`config.mk`:
```
export PLATFORM = sky130hd
export DESIGN_NAME = cmp_flags_unit
export DESIGN_NICKNAME = d
export VERILOG_FILES = /design/src/rtl/cmp_pkg.sv /design/src/rtl/cmp_flags_unit_cond_eval.sv /design/src/rtl/cmp_flags_unit.sv
export SDC_FILE = /design/constraint.sdc
export NUM_CORES = 1
export LEC_CHECK = 0
export ABC_AREA = 1
export BUFFER_PORTS_ARGS = -buffer_cell sky130_fd_sc_hd__buf_2
export CAP_MARGIN = 40
export CORE_MARGIN = 8
export CORE_UTILIZATION = 52
export DETAILED_ROUTE_END_ITERATION = 10
export HOLD_SLACK_MARGIN = 0.02
export PLACE_DENSITY = 0.72
export SYNTH_ARGS = -nofsm -noshare
export SYNTH_HDL_FRONTEND = slang
export SYNTH_HIERARCHICAL = 1
export SYNTH_SLANG_ARGS = --single-unit
```
`constraint.sdc`:
```
create_clock -name clk -period 5.4 [get_ports clk]
set_clock_uncertainty 0.05 [all_clocks]
set_input_delay 1.08 -clock clk [delete_from_list [all_inputs] [get_ports clk]]
set_output_delay 1.08 -clock clk [all_outputs]
set_load 0.05 [all_outputs]
```
`src/rtl/cmp_pkg.sv`:
```
// Shared types for the compare/condition datapath: condition codes, compare
// opcodes and the bit positions of the architectural {N,Z,C,V} flags.
package cmp_pkg;

    typedef enum logic [3:0] {
        COND_EQ = 4'd0,
        COND_NE = 4'd1,
        COND_HS = 4'd2,
        COND_LO = 4'd3,
        COND_MI = 4'd4,
        COND_PL = 4'd5,
        COND_VS = 4'd6,
        COND_VC = 4'd7,
        COND_HI = 4'd8,
        COND_LS = 4'd9,
        COND_GE = 4'd10,
        COND_LT = 4'd11,
        COND_GT = 4'd12,
        COND_LE = 4'd13,
        COND_AL = 4'd14,
        COND_NV = 4'd15
    } cond_e;

    typedef enum logic [1:0] {
        OP_CMP = 2'd0,
        OP_CMN = 2'd1,
        OP_TST = 2'd2,
        OP_TEQ = 2'd3
    } cmp_op_e;

    localparam int N_IDX = 3;
    localparam int Z_IDX = 2;
    localparam int C_IDX = 1;
    localparam int V_IDX = 0;

endpackage

```
`src/rtl/cmp_flags_unit_cond_eval.sv`:
```
// Combinational condition-code evaluator: (condition, {N,Z,C,V}) -> taken.
// Kept standalone so a predication unit can reuse it against the same flags.
module cond_eval
    import cmp_pkg::*;
(
    input  logic [3:0] i_q_cond,
    input  logic [3:0] i_flags,
    output logic       o_take_next
);

    logic w_n;
    logic w_z;
    logic w_c;
    logic w_v;

    // When the overflow feature is compiled out the caller ties V low, so the
    // V-dependent conditions collapse to VS=0, VC=1, GE=~N, LT=N.
    assign w_n = i_flags[N_IDX];
    assign w_z = i_flags[Z_IDX];
    assign w_c = i_flags[C_IDX];
    assign w_v = i_flags[V_IDX];

    always_comb begin
        o_take_next = 1'b0;
        case (cond_e'(i_q_cond))
            COND_EQ: o_take_next = w_z;
            COND_NE: o_take_next = ~w_z;
            COND_HS: o_take_next = w_c;
            COND_LO: o_take_next = ~w_c;
            COND_MI: o_take_next = w_n;
            COND_PL: o_take_next = ~w_n;
            COND_VS: o_take_next = w_v;
            COND_VC: o_take_next = ~w_v;
            COND_HI: o_take_next = w_c & ~w_z;
            COND_LS: o_take_next = ~w_c | w_z;
            COND_GE: o_take_next = (w_n == w_v);
            COND_LT: o_take_next = (w_n != w_v);
            COND_GT: o_take_next = ~w_z & (w_n == w_v);
            COND_LE: o_take_next = w_z | (w_n != w_v);
            COND_AL: o_take_next = 1'b1;
            COND_NV: o_take_next = 1'b0;
            default: o_take_next = 1'b0;
        endcase
    end

endmodule

```
`src/rtl/cmp_flags_unit.sv`:
```
// Two-stage compare pipeline producing {N,Z,C,V} plus a handshaked condition query.
// Define CMP_OVERFLOW_EN to build the V flag; otherwise V is tied to 0.
module cmp_flags_unit
    import cmp_pkg::*;
#(
    parameter int WIDTH = 16
) (
    input  logic             clk,
    input  logic             rst_n,
    input  logic             cmp_valid,
    input  logic [1:0]       cmp_op,
    input  logic             imm_sel,
    input  logic [WIDTH-1:0] rn_data,
    input  logic [WIDTH-1:0] rm_data,
    input  logic [WIDTH-1:0] imm,
    input  logic             q_valid,
    input  logic [3:0]       q_cond,
    output logic             q_ready,
    output logic             take_valid,
    output logic             take,
    output logic [3:0]       flags
);

    logic             r_s1_valid;
    logic [WIDTH-1:0] r_s1_a;
    logic [WIDTH-1:0] r_s1_b;
    cmp_op_e          r_s1_op;

    logic [WIDTH-1:0] w_b;
    logic [WIDTH:0]   w_sum;
    logic [WIDTH-1:0] w_res;
    logic             w_c_next;
    logic             r_n;
    logic             r_z;
    logic             r_c;
    logic             w_v;

    logic             w_q_fire;
    logic             w_take_next;
    logic             r_take;
    logic             r_take_valid;

    assign w_b = imm_sel ? imm : rm_data;

    // Stage 1 captures every request; a newer compare simply overwrites the slot.
    always_ff @(posedge clk or negedge rst_n) begin
        if (!rst_n) begin
            r_s1_valid <= 1'b0;
            r_s1_a     <= '0;
            r_s1_b     <= '0;
            r_s1_op    <= OP_CMP;
        end else begin
            r_s1_valid <= cmp_valid;
            if (cmp_valid) begin
                r_s1_a  <= rn_data;
                r_s1_b  <= w_b;
                r_s1_op <= cmp_op_e'(cmp_op);
            end
        end
    end

    always_comb begin
        w_sum    = '0;
        w_res    = '0;
        w_c_next = r_c;
        case (r_s1_op)
            OP_CMP: begin
                w_sum    = {1'b0, r_s1_a} - {1'b0, r_s1_b};
                w_res    = w_sum[WIDTH-1:0];
                w_c_next = ~w_sum[WIDTH];
            end
            OP_CMN: begin
                w_sum    = {1'b0, r_s1_a} + {1'b0, r_s1_b};
                w_res    = w_sum[WIDTH-1:0];
                w_c_next = w_sum[WIDTH];
            end
            OP_TST:  w_res = r_s1_a & r_s1_b;
            OP_TEQ:  w_res = r_s1_a ^ r_s1_b;
            default: w_res = '0;
        endcase
    end

    // Logical ops leave C (and V) untouched, which w_c_next already defaults to.
    always_ff @(posedge clk or negedge rst_n) begin
        if (!rst_n) begin
            r_n <= 1'b0;
            r_z <= 1'b0;
            r_c <= 1'b0;
        end else if (r_s1_valid) begin
            r_n <= w_res[WIDTH-1];
            r_z <= ~|w_res;
            r_c <= w_c_next;
        end
    end

`ifdef CMP_OVERFLOW_EN
    logic w_v_next;
    logic r_v;

    always_comb begin
        w_v_next = r_v;
        case (r_s1_op)
            OP_CMP:  w_v_next = (r_s1_a[WIDTH-1] ^ r_s1_b[WIDTH-1]) &
                                (r_s1_a[WIDTH-1] ^ w_sum[WIDTH-1]);
            OP_CMN:  w_v_next = ~(r_s1_a[WIDTH-1] ^ r_s1_b[WIDTH-1]) &
                                 (r_s1_a[WIDTH-1] ^ w_sum[WIDTH-1]);
            default: w_v_next = r_v;
        endcase
    end

    always_ff @(posedge clk or negedge rst_n) begin
        if (!rst_n) begin
            r_v <= 1'b0;
        end else if (r_s1_valid) begin
            r_v <= w_v_next;
        end
    end

    assign w_v = r_v;
`else
    assign w_v = 1'b0;
`endif

    assign flags = {r_n, r_z, r_c, w_v};

    // Queries wait behind any compare still in the pipe, so they never see stale flags.
    assign q_ready  = ~cmp_valid & ~r_s1_valid;
    assign w_q_fire = q_valid & q_ready;

    cond_eval u_cond_eval (
        .i_q_cond    (q_cond),
        .i_flags     (flags),
        .o_take_next (w_take_next)
    );

    always_ff @(posedge clk or negedge rst_n) begin
        if (!rst_n) begin
            r_take       <= 1'b0;
            r_take_valid <= 1'b0;
        end else begin
            r_take_valid <= w_q_fire;
            if (w_q_fire) begin
                r_take <= w_take_next;
            end
        end
    end

    assign take       = r_take;
    assign take_valid = r_take_valid;

endmodule
```
# --- After elaboration in Yosys (flattened, before gate mapping) ---
# Cells that the tools add are included.
totals:
  regBits: 40
  in_bits: 59
  out_inout_bits: 7
  wordCells: 57
op_classes:
  addsub: 2
  n_eq_ne: 18
  muxes: 4
  n_bitwise: 14
  reduce_logical: 10
op_table:
  columns: ["operator", "n"]
  rows:
  - ["case mux 16 bit (4 select lines)", 1]
  - ["== test 4 bit, second input constant", 8]
  - ["adder 16 x 16 -> 17 bit", 1]
  - ["subtractor 16 x 16 -> 17 bit", 1]
  - ["bitwise AND 16 bit", 1]
  - ["== test 4 x 3 -> 1 bit, second input constant", 4]
  - ["two-way mux 16 bit", 1]
  - ["OR reduction 16 bit", 1]
  - ["XOR 16 bit", 1]
  - ["case mux 1 bit (12 select lines)", 1]
  - ["== test 4 x 2 -> 1 bit, second input constant", 2]
  - ["OR reduction 2 bit", 4]
  - ["inverter 1 bit", 6]
  - ["bitwise AND 1 bit", 4]
  - ["== test 2 bit, second input constant", 2]
  - ["== test 4 x 1 -> 1 bit, second input constant", 1]
  - ["zero test 4 bit", 1]
  - ["== test 2 x 1 -> 1 bit, second input constant", 1]
  - ["zero test 2 bit", 1]
  - ["OR 1 bit", 2]
  - ["case mux 1 bit (2 select lines)", 1]
  - ["AND reduction 2 bit", 1]
  - ["nonzero test 2 bit", 1]
  - ["zero test 1 bit", 1]

# --- Longest topological paths before layout ---
# Gate-level depths: netlist of the first run.
depth:
  depth_word: 4
  mapped_depth: 20
  depth_no_buf: 19

# --- By module ---
# The synthesis of the first run kept the hierarchy.
modules_own_cells:
  columns: ["module", "n_inst", "cells_per_inst", "area_per_inst_um2", "seq_area_each_um2"]
  rows:
  - ["cmp_flags_unit", 1, 565, 3813.7, 1001.0]
  - ["cond_eval", 1, 45, 205.2, 0.0]

# --- Least setup slack after synthesis of the first run ---
# No wires, ideal clock.
synth_path:
  path_type: "input to output"
  start: "in cmp_valid"
  end: "out q_ready"
  t_arrival_ps: 1921
  required_ps: 4270
  path_slack_ps: 2349
  cell_stages: 2
  n_path_buf: 1
  cell_sequence: "buf_2 nor2_1"
synth_between:
  elab_chain_cells: 2
synth_lines:
  columns: ["element", "line_no", "rtl"]
  rows:
  - ["start: declaration", "cmp_flags_unit.sv:10", "input logic cmp_valid,"]
  - ["inverter 1 bit", "cmp_flags_unit.sv:127", "assign q_ready = ~cmp_valid & ~r_s1_valid;"]
  - ["bitwise AND 1 bit", "cmp_flags_unit.sv:127", null]
  - ["end: declaration", "cmp_flags_unit.sv:18", "output logic q_ready,"]
# No other way between the ends.

# --- Final worst setup path of the first run ---
# Same ends and word-level chain as after synthesis.

==> metrics.md, run 1 <==
| Metric | Value |
|---|---|
| Routed wire per std cell | `13.7 um` |
| Post-synthesis cell count | `610` |
| Clock Sinks | `40` |
| Clock Latency Late Sink | `0.29 ns` |
| Vias per inst | `5.33` |
| Fin worst setup slack | `2.16 ns` |
| Core Rows | `32` |
| Die area | `0.0108 mm2` |
| Worst slew margin relative to its limit | `40.0%` |
| Largest stage delay, worst path | `0.67 ns` |
| Share of cells above drive strength 1 | `19.0%` |
| Finish-stage setup viols | `0` |
| Antenna Cells | `0` |
| Die X | `104 um` |
| Crit path cell chain | `buf_2 -> nor2_1 -> buf_2` |
| Synth-to-layout area growth | `12.1%` |
| Commonest non-fill, non-tap cell in the layout | `nand2_1` |
| Worst VDD drop | `0.172 mV` |
| Most frequent cells in the layout | `nand2_1 (167), inv_1 (82), buf_2 (64)` |
| H-tree depth | `2` |
| WP data arrival | `2.11 ns` |
| Yosys top cell by area | `dfrtp_1` |
| Top cells by area, synth | `dfrtp_1 (25%), nand2_1 (16%), ha_1 (10%)` |
| Clock root buffer | `clkbuf_8` |
| # port buffers | `64` |
| Final Hold Viols | `0` |
| Post-Syn Area | `0.00402 mm2` |
| Synth async-reset ratio | `100%` |
| Routability cong. | `0.921` |
| Core Area | `0.00761 mm2` |
| Nets | `757` |
| Yosys reg bits | `40` |
| Die Ht | `104 um` |
| Static leakage | `0.00245 uW` |
| # IOs | `66` |
| CP endpoint kind | `output port` |
| Worst Path Required | `4.27 ns` |
| Total congestion overflow | `0` |
| Post-Place Setup Slack | `2.11 ns` |
| DP HPWL | `8.68 mm` |
| Hold-fix buffers at CTS | `0` |
| Synth Area per Inst | `6.59 um2` |
| Slew @ Worst Pin | `0.900 ns` |
| Worst Hold Class | `reg2reg` |
| RSZ-0062 raised after global routing | `false` |
| Setup CP Type | `in2out` |
| CP top delay family | `buffers and inverters` |
| Ys Warns | `6` |
| CTS max path bufs | `2` |
| DRT iter0 DRCs | `190` |
| TritonCTS clock tree | `built` |
| Critical Path Slowest Stage Cell | `buf_2` |
| Count of cell types in the netlist | `37` |
| FMAX | `0.308 GHz` |
| Final period util | `60.1%` |
| DRC | `0` |
| Setup crit start kind | `primary input` |
| Worst Path Buf+Inv | `2` |
| Setup bufs post-CTS | `0` |
| CP Max Fanout | `56` |
| CTS Buf Count | `5` |
| Top_reg_cell synth | `dfrtp_1` |
| Post-synth EDFFs | `0` |
| DRT Pass-1 Iters | `6` |
| Post-CTS sizing | `0` |
| Initial antenna violation count | `0` |
| Setup TNS Final | `0 ns` |
| Post-Route WL | `10.5 mm` |
| First-pass GRT wire length | `18.2 mm` |
| Largest net degree at the start of global routing | `57` |
| Cell with the most instances on the worst path | `buf_2` |
| Vias in the first global route | `4118` |
| Share of the synthesized area in the top cell type | `24.9%` |
| Minimum clock period | `3.24 ns` |
| ANT nets after route | `0` |
| Status | `finished, final reports clean` |
| Power density over the cells | `278 mW/mm2` |
| Sequential area share after synthesis | `24.9%` |
| Clock Pin Slew Worst Setup and Hold Paths | `0.08 ns` |
| Via count | `4083` |
| Starting Density | `52.8%` |
| Gr usage total | `19.6%` |
| Final Max Slew Viols | `0` |
| Max-cap violations | `0` |
-- worst min-delay path, stage by stage (launching register included) --
cell and delay [ns]:
dfrtp_1 0.34, nand2_1 0.05, nand2_1 0.06
-- state kept, by name, indices dropped and copies added (netlist names) --
signal,count
r_c,1
r_n,1
r_s1_a,16
r_s1_b,16
r_s1_op,2
r_s1_valid,1
r_z,1
take,1
take_valid,1
-- stage by stage --
| stage | utilization [%] | area (um2) | total power (uW) | hold WS [ns] | std cells |
|---|---|---|---|---|---|
| after floorplan | - | 4040 | 828 | 0.444 | 615 |
| after global placement | 57.3 | 4360 | 949 | 0.407 | 758 |
| after detailed placement | 57.5 | 4380 | 962 | 0.422 | 759 |
| after CTS | 59.2 | 4500 | 1250 | 0.443 | 766 |
| after global routing | 59.2 | 4500 | 1350 | 0.466 | 766 |
| final | 59.2 | 4500 | 1250 | 0.435 | 766 |
-- layout make-up --
class | count | area [um2]
fillers | 751 | 3100
multi-input cells | 460 | 2560
flip-flops and latches | 40 | 1000
inverters | 92 | 345
repair buffers | 65 | 340
well taps | 102 | 128
clock buffers | 5 | 68.8
clock inverters | 2 | 60.1
-- worst paths after layout --
| check | endpoint | depth (start not counted) | slack, ns | startpoint |
|---|---|---|---|---|
| worst max-delay path | q_ready | 3 | 2.16 | cmp_valid |
| worst min-delay path | take | 2 | 0.44 | take |
| worst max register to register | r_z | 17 | 3.01 | r_s1_a[0] |
| worst min register to register | take | 2 | 0.44 | take |
| max in group asynchronous | take_valid | 2 | 4.35 | rst_n |
| min in group asynchronous | r_s1_a[4] | 1 | 0.54 | rst_n |
-- logic make-up after synthesis --
| kind of cell | synth area share (%) |
|---|---|
| flops | 24.9 |
| buf+inv | 11.8 |
| xor+xnor | 1.53 |
| other cells | 0.0933 |
| simple gates | 33.4 |
| compound gates | 13.3 |
| fa+ha+maj | 11.0 |
| mux | 3.92 |
-- report_power, final --
part	switching [uW]	leakage, uW	internal, uW
Clock	107	0.0000642	182
Sequential	28.4	0.000480	332
Combinational	396	0.00191	208
Total	531	0.00245	722
-- routing by layer --
layer | GRT usage (%) | routed length, um | vias to the layer above
met5 | 0 | 0 | -
met4 | 6.51 | 268 | 0
met3 | 2.42 | 477 | 26
met2 | 32.4 | 4680 | 133
met1 | 25.9 | 5090 | 1851
li1 | - | - | 2073
-- cells in the mapped netlist, types with 7 or more instances --
cell type    n
a21oi_1     21
buf_2        8
buf_4        7
dfrtp_1     40
ha_1        32
inv_1       82
inv_2        8
mux2_2      14
nand2_1    167
nand2_2      7
nand3_1     49
nand4_1     13
nor2_1      50
nor2_2      10
o21ai_0     33
o22ai_1     15
No activity file was read; power rests on OpenSTA's default activity.
==> run 2: changes to the inputs <==
ABC_AREA = 0   (was 1)
PLACE_DENSITY = 0.76   (was 0.72)
clock period = 2.7 ns   (was 5.4 ns; I/O delays follow)
==> run 2 against run 1 <==
Against the previous run:
- the run now ends with setup timing left
- power grew 110%
- synthesized cell count shrank 26%
- critical path type is now reg2reg
- area after synthesis shrank 6.0%
- count of clock-buffer cells in the layout grew 1
- flip-flop and latch count is the same
- routed wire length grew 12%
- first-iteration DRC count grew 83%
- largest cell class unchanged
- via count shrank 4.1%
- clock power grew 43%
- utilization grew 8.7 points
- die area shrank 5.1%
==> metrics.md, run 2 <==
| Metric | Value |
|---|---|
| Initial antenna violation count | `0 (unchanged)` |
| Power density over the cells | `543 mW/mm2 (was 278 mW/mm2)` |
| Vias in the first global route | `3943 (was 4118)` |
| Commonest cells post-synth | `a21oi_1 (41), dfrtp_1 (40), nor2_1 (38) (was nand2_1 (167), inv_1 (82), nor2_1 (50))` |
| Final Hold Viols | `0 (unchanged)` |
| Gr usage total | `23.3% (was 19.6%)` |
| Post-route cell area | `0.00485 mm2 (was 0.00450 mm2)` |
| Post-Route WL | `11.7 mm (was 10.5 mm)` |
| Vias per inst | `5.94 (was 5.33)` |
| Clock root buffer | `clkbuf_8 (unchanged)` |
| DRT Pass-1 Iters | `5 (was 6)` |
| Core Rows | `31 (was 32)` |
| Post-Syn Area | `0.00378 mm2 (was 0.00402 mm2)` |
| Clock Latency Late Sink | `0.30 ns (was 0.29 ns)` |
| Status | `complete, but fails checks (was finished, final reports clean)` |
| Most frequent cells in the layout | `buf_2 (64), buf_4 (61), dfrtp_1 (40) (was nand2_1 (167), inv_1 (82), buf_2 (64))` |
| Minimum clock period | `2.79 ns` |
| CP Max Fanout | `3 (was 56)` |
| Critical path origin | `r_s1_b[0] (was cmp_valid)` |
| Static leakage | `0.00231 uW (was 0.00245 uW)` |
| Yosys top cell by area | `dfrtp_1 (unchanged)` |
| Post-synthesis cell count | `451 (was 610)` |
| TritonCTS clock tree | `built (unchanged)` |
| Dominant cell by count in the synthesized netlist | `a21oi_1 (was nand2_1)` |
| Post-Place Setup Slack | `-0.190 ns (was 2.11 ns)` |
| Clock Pin Slew Worst Setup and Hold Paths | `0.09 ns (was 0.08 ns)` |
| Max-cap violations | `0 (unchanged)` |
| Seq. cell area | `0.00100 mm2 (unchanged)` |
| CTS Buf Count | `5 (unchanged)` |
| First-pass GRT wire length | `19.1 mm (was 18.2 mm)` |
| Synth Area per Inst | `8.38 um2 (was 6.59 um2)` |
| Post-synth EDFFs | `0 (unchanged)` |
| Slew @ Worst Pin | `0.534 ns (was 0.900 ns)` |
| Routability cong. | `0.929 (was 0.921)` |
| Setup TNS Final | `-0.161 ns (was 0 ns)` |
| Final period util | `103%` |
| Routed wire per std cell | `17.8 um (was 13.7 um)` |
| H-tree depth | `2 (unchanged)` |
| Worst slew margin relative to its limit | `64.1% (was 40.0%)` |
| WP data arrival | `2.99 ns (was 2.11 ns)` |
| Worst VDD drop | `0.298 mV (was 0.172 mV)` |
| Total congestion overflow | `0 (unchanged)` |
| Critical Path Slowest Stage Cell | `o41a_1 (was buf_2)` |
| CP top delay family | `compound AO/OA/AOI/OAI gates (was buffers and inverters)` |
| Largest stage delay, worst path | `0.45 ns (was 0.67 ns)` |
| Flop-to-flop setup slack | `-0.09 ns (was 3.01 ns)` |
| FF-to-FF End | `r_z (unchanged)` |
| RR Startpoint | `r_s1_b[0] (was r_s1_a[0])` |
| Placed Area | `0.00457 mm2 (was 0.00438 mm2)` |
| Die area | `0.0102 mm2 (was 0.0108 mm2)` |
| DRC | `0 (unchanged)` |
| Top flop regs | `r_s1_a (16), r_s1_b (16), r_s1_op (2) (unchanged)` |
| Share of cells above drive strength 1 | `34.5% (was 19.0%)` |
| Final Max Slew Viols | `0 (unchanged)` |
| Commonest non-fill, non-tap cell in the layout | `buf_2 (was nand2_1)` |
| Die Ht | `101 um (was 104 um)` |
| ANT nets after route | `0 (unchanged)` |
| Count of cell types in the netlist | `65 (was 37)` |
| Starting Density | `52.9% (was 52.8%)` |
| Largest net degree at the start of global routing | `55 (was 57)` |
| CTS max path bufs | `2 (unchanged)` |
| Setup crit start kind | `flip-flop (was primary input)` |
| Fin worst setup slack | `-0.0885 ns (was 2.16 ns)` |
| Area taken by multi-input logic gates | `0.00270 mm2 (was 0.00256 mm2)` |
| Sequential area share after synthesis | `26.5% (was 24.9%)` |
| Via count | `3917 (was 4083)` |
| Nets | `652 (was 757)` |
| # IOs | `66 (unchanged)` |
| Synth async-reset ratio | `100% (unchanged)` |
| Worst Reg-to-Reg Cells | `12 (was 17)` |
| Share of the synthesized area in the top cell type | `26.5% (was 24.9%)` |
| Levels on crit path | `12 (was 3)` |
| Worst Path Required | `2.90 ns (was 4.27 ns)` |
| Cell with the most instances on the worst path | `a21o_1 (was buf_2)` |
| Hold WS | `0.107 ns (was 0.435 ns)` |
| Top_reg_cell synth | `dfrtp_1 (unchanged)` |
| Finish-stage setup viols | `2 (was 0)` |
| RSZ-0062 raised after global routing | `true (was false)` |
| Yosys reg bits | `40 (unchanged)` |
| Antenna Cells | `0 (unchanged)` |
| Core Area | `0.00714 mm2 (was 0.00761 mm2)` |
| Die X | `101 um (was 104 um)` |
| Synth-to-layout area growth | `28.4% (was 12.1%)` |
| DRT iter0 DRCs | `347 (was 190)` |
| DP HPWL | `9.21 mm (was 8.68 mm)` |
| Setup CP Type | `reg2reg (was in2out)` |
| Clock Sinks | `40 (unchanged)` |
| Top cells by area, synth | `dfrtp_1 (26%), ha_1 (11%), a21oi_1 (5.4%) (was dfrtp_1 (25%), nand2_1 (16%), ha_1 (10%))` |
| # port buffers | `64 (unchanged)` |
| Crit path cell chain | `buf_4 -> ha_4 -> inv_2 -> fa_2 -> a21o_1 -> a311oi_2 -> nor3b_2 -> o41a_1 -> xnor2_1 -> nand4_1 -> o41ai_2 -> a21o_1 (was buf_2 -> nor2_1 -> buf_2)` |
| FMAX | `0.359 GHz` |
| Filler instances | `605 (was 751)` |
| Worst Path Buf+Inv | `2 (unchanged)` |
| Failing checks | `setup timing` |
| Worst Hold Class | `in2async (was reg2reg)` |
| Ys Warns | `6 (unchanged)` |
| CP endpoint kind | `flip-flop (was output port)` |
[run 2: worst max-delay path by stage]
stage,end
after global routing,r_z
after global placement,r_c
after floorplan,r_z
after CTS,r_z
final,r_z
after detailed placement,r_c
[run 2: report_power, final]
group | leakage [uW] | switching (uW) | internal, uW
sequential | 0.000466 | 66.1 | 665
clock | 0.0000414 | 228 | 184
combinational | 0.00180 | 828 | 663
total | 0.00231 | 1120 | 1510
[run 2: area by class of cell]
| type | count | area share [%] |
|---|---|---|
| sequential | 40 | 20.6 |
| inverter | 35 | 2.71 |
| clock inverter | 2 | 0.335 |
| clock buffer | 6 | 1.50 |
| multi-input combinational | 350 | 55.6 |
| timing repair buffer | 127 | 16.7 |
| tap | 99 | 2.55 |
[run 2: stage by stage]
step / instances / utilization [%] / total power (uW)
5_1_grt: 659 / 68.0 / 2800
3_3_place_gp: 645 / 63.7 / 2060
6_report: 659 / 68.0 / 2630
3_5_place_dp: 646 / 64.0 / 2090
2_1_floorplan: 453 / - / 1610
4_1_cts: 657 / 66.9 / 2570
[run 2: worst reg2reg max path: stages, from the launching register on]
cell      delay, ns
dfrtp_1        0.39
buf_4          0.14
ha_4           0.12
inv_2          0.03
fa_2           0.34
a21o_1         0.20
a311oi_2       0.24
nor3b_2        0.10
o41a_1         0.45
xnor2_1        0.17
nand4_1        0.16
o41ai_2        0.24
a21o_1         0.12
[run 2: routing by layer]
| layer | track usage (%) | vias to the layer above | part of all wire (%) |
|---|---|---|---|
| li1 | - | 1845 | - |
| met1 | 30.6 | 1846 | 43 |
| met2 | 37.8 | 189 | 47 |
| met3 | 3.51 | 37 | 7.3 |
| met4 | 8.02 | 0 | 2.5 |
| met5 | 0 | - | 0 |
[run 2: timing repair]
item                                    in CTS  in global routing
pin swaps                                   14                 10
hold buffers                                 0                  0
endpoints found under the setup margin       3                  3
gates resized for setup                     25                 11
buffers inserted                             3                  2
[run 2: cell families after synthesis]
family,count (synthesis),synth area share (%)
compound gates,134,24.5
xor+xnor,12,2.78
fa+ha+maj,34,11.7
buf+inv,63,6.99
flops,40,26.5
mux,33,9.27
other cells,1,0.0993
simple gates,134,18.2
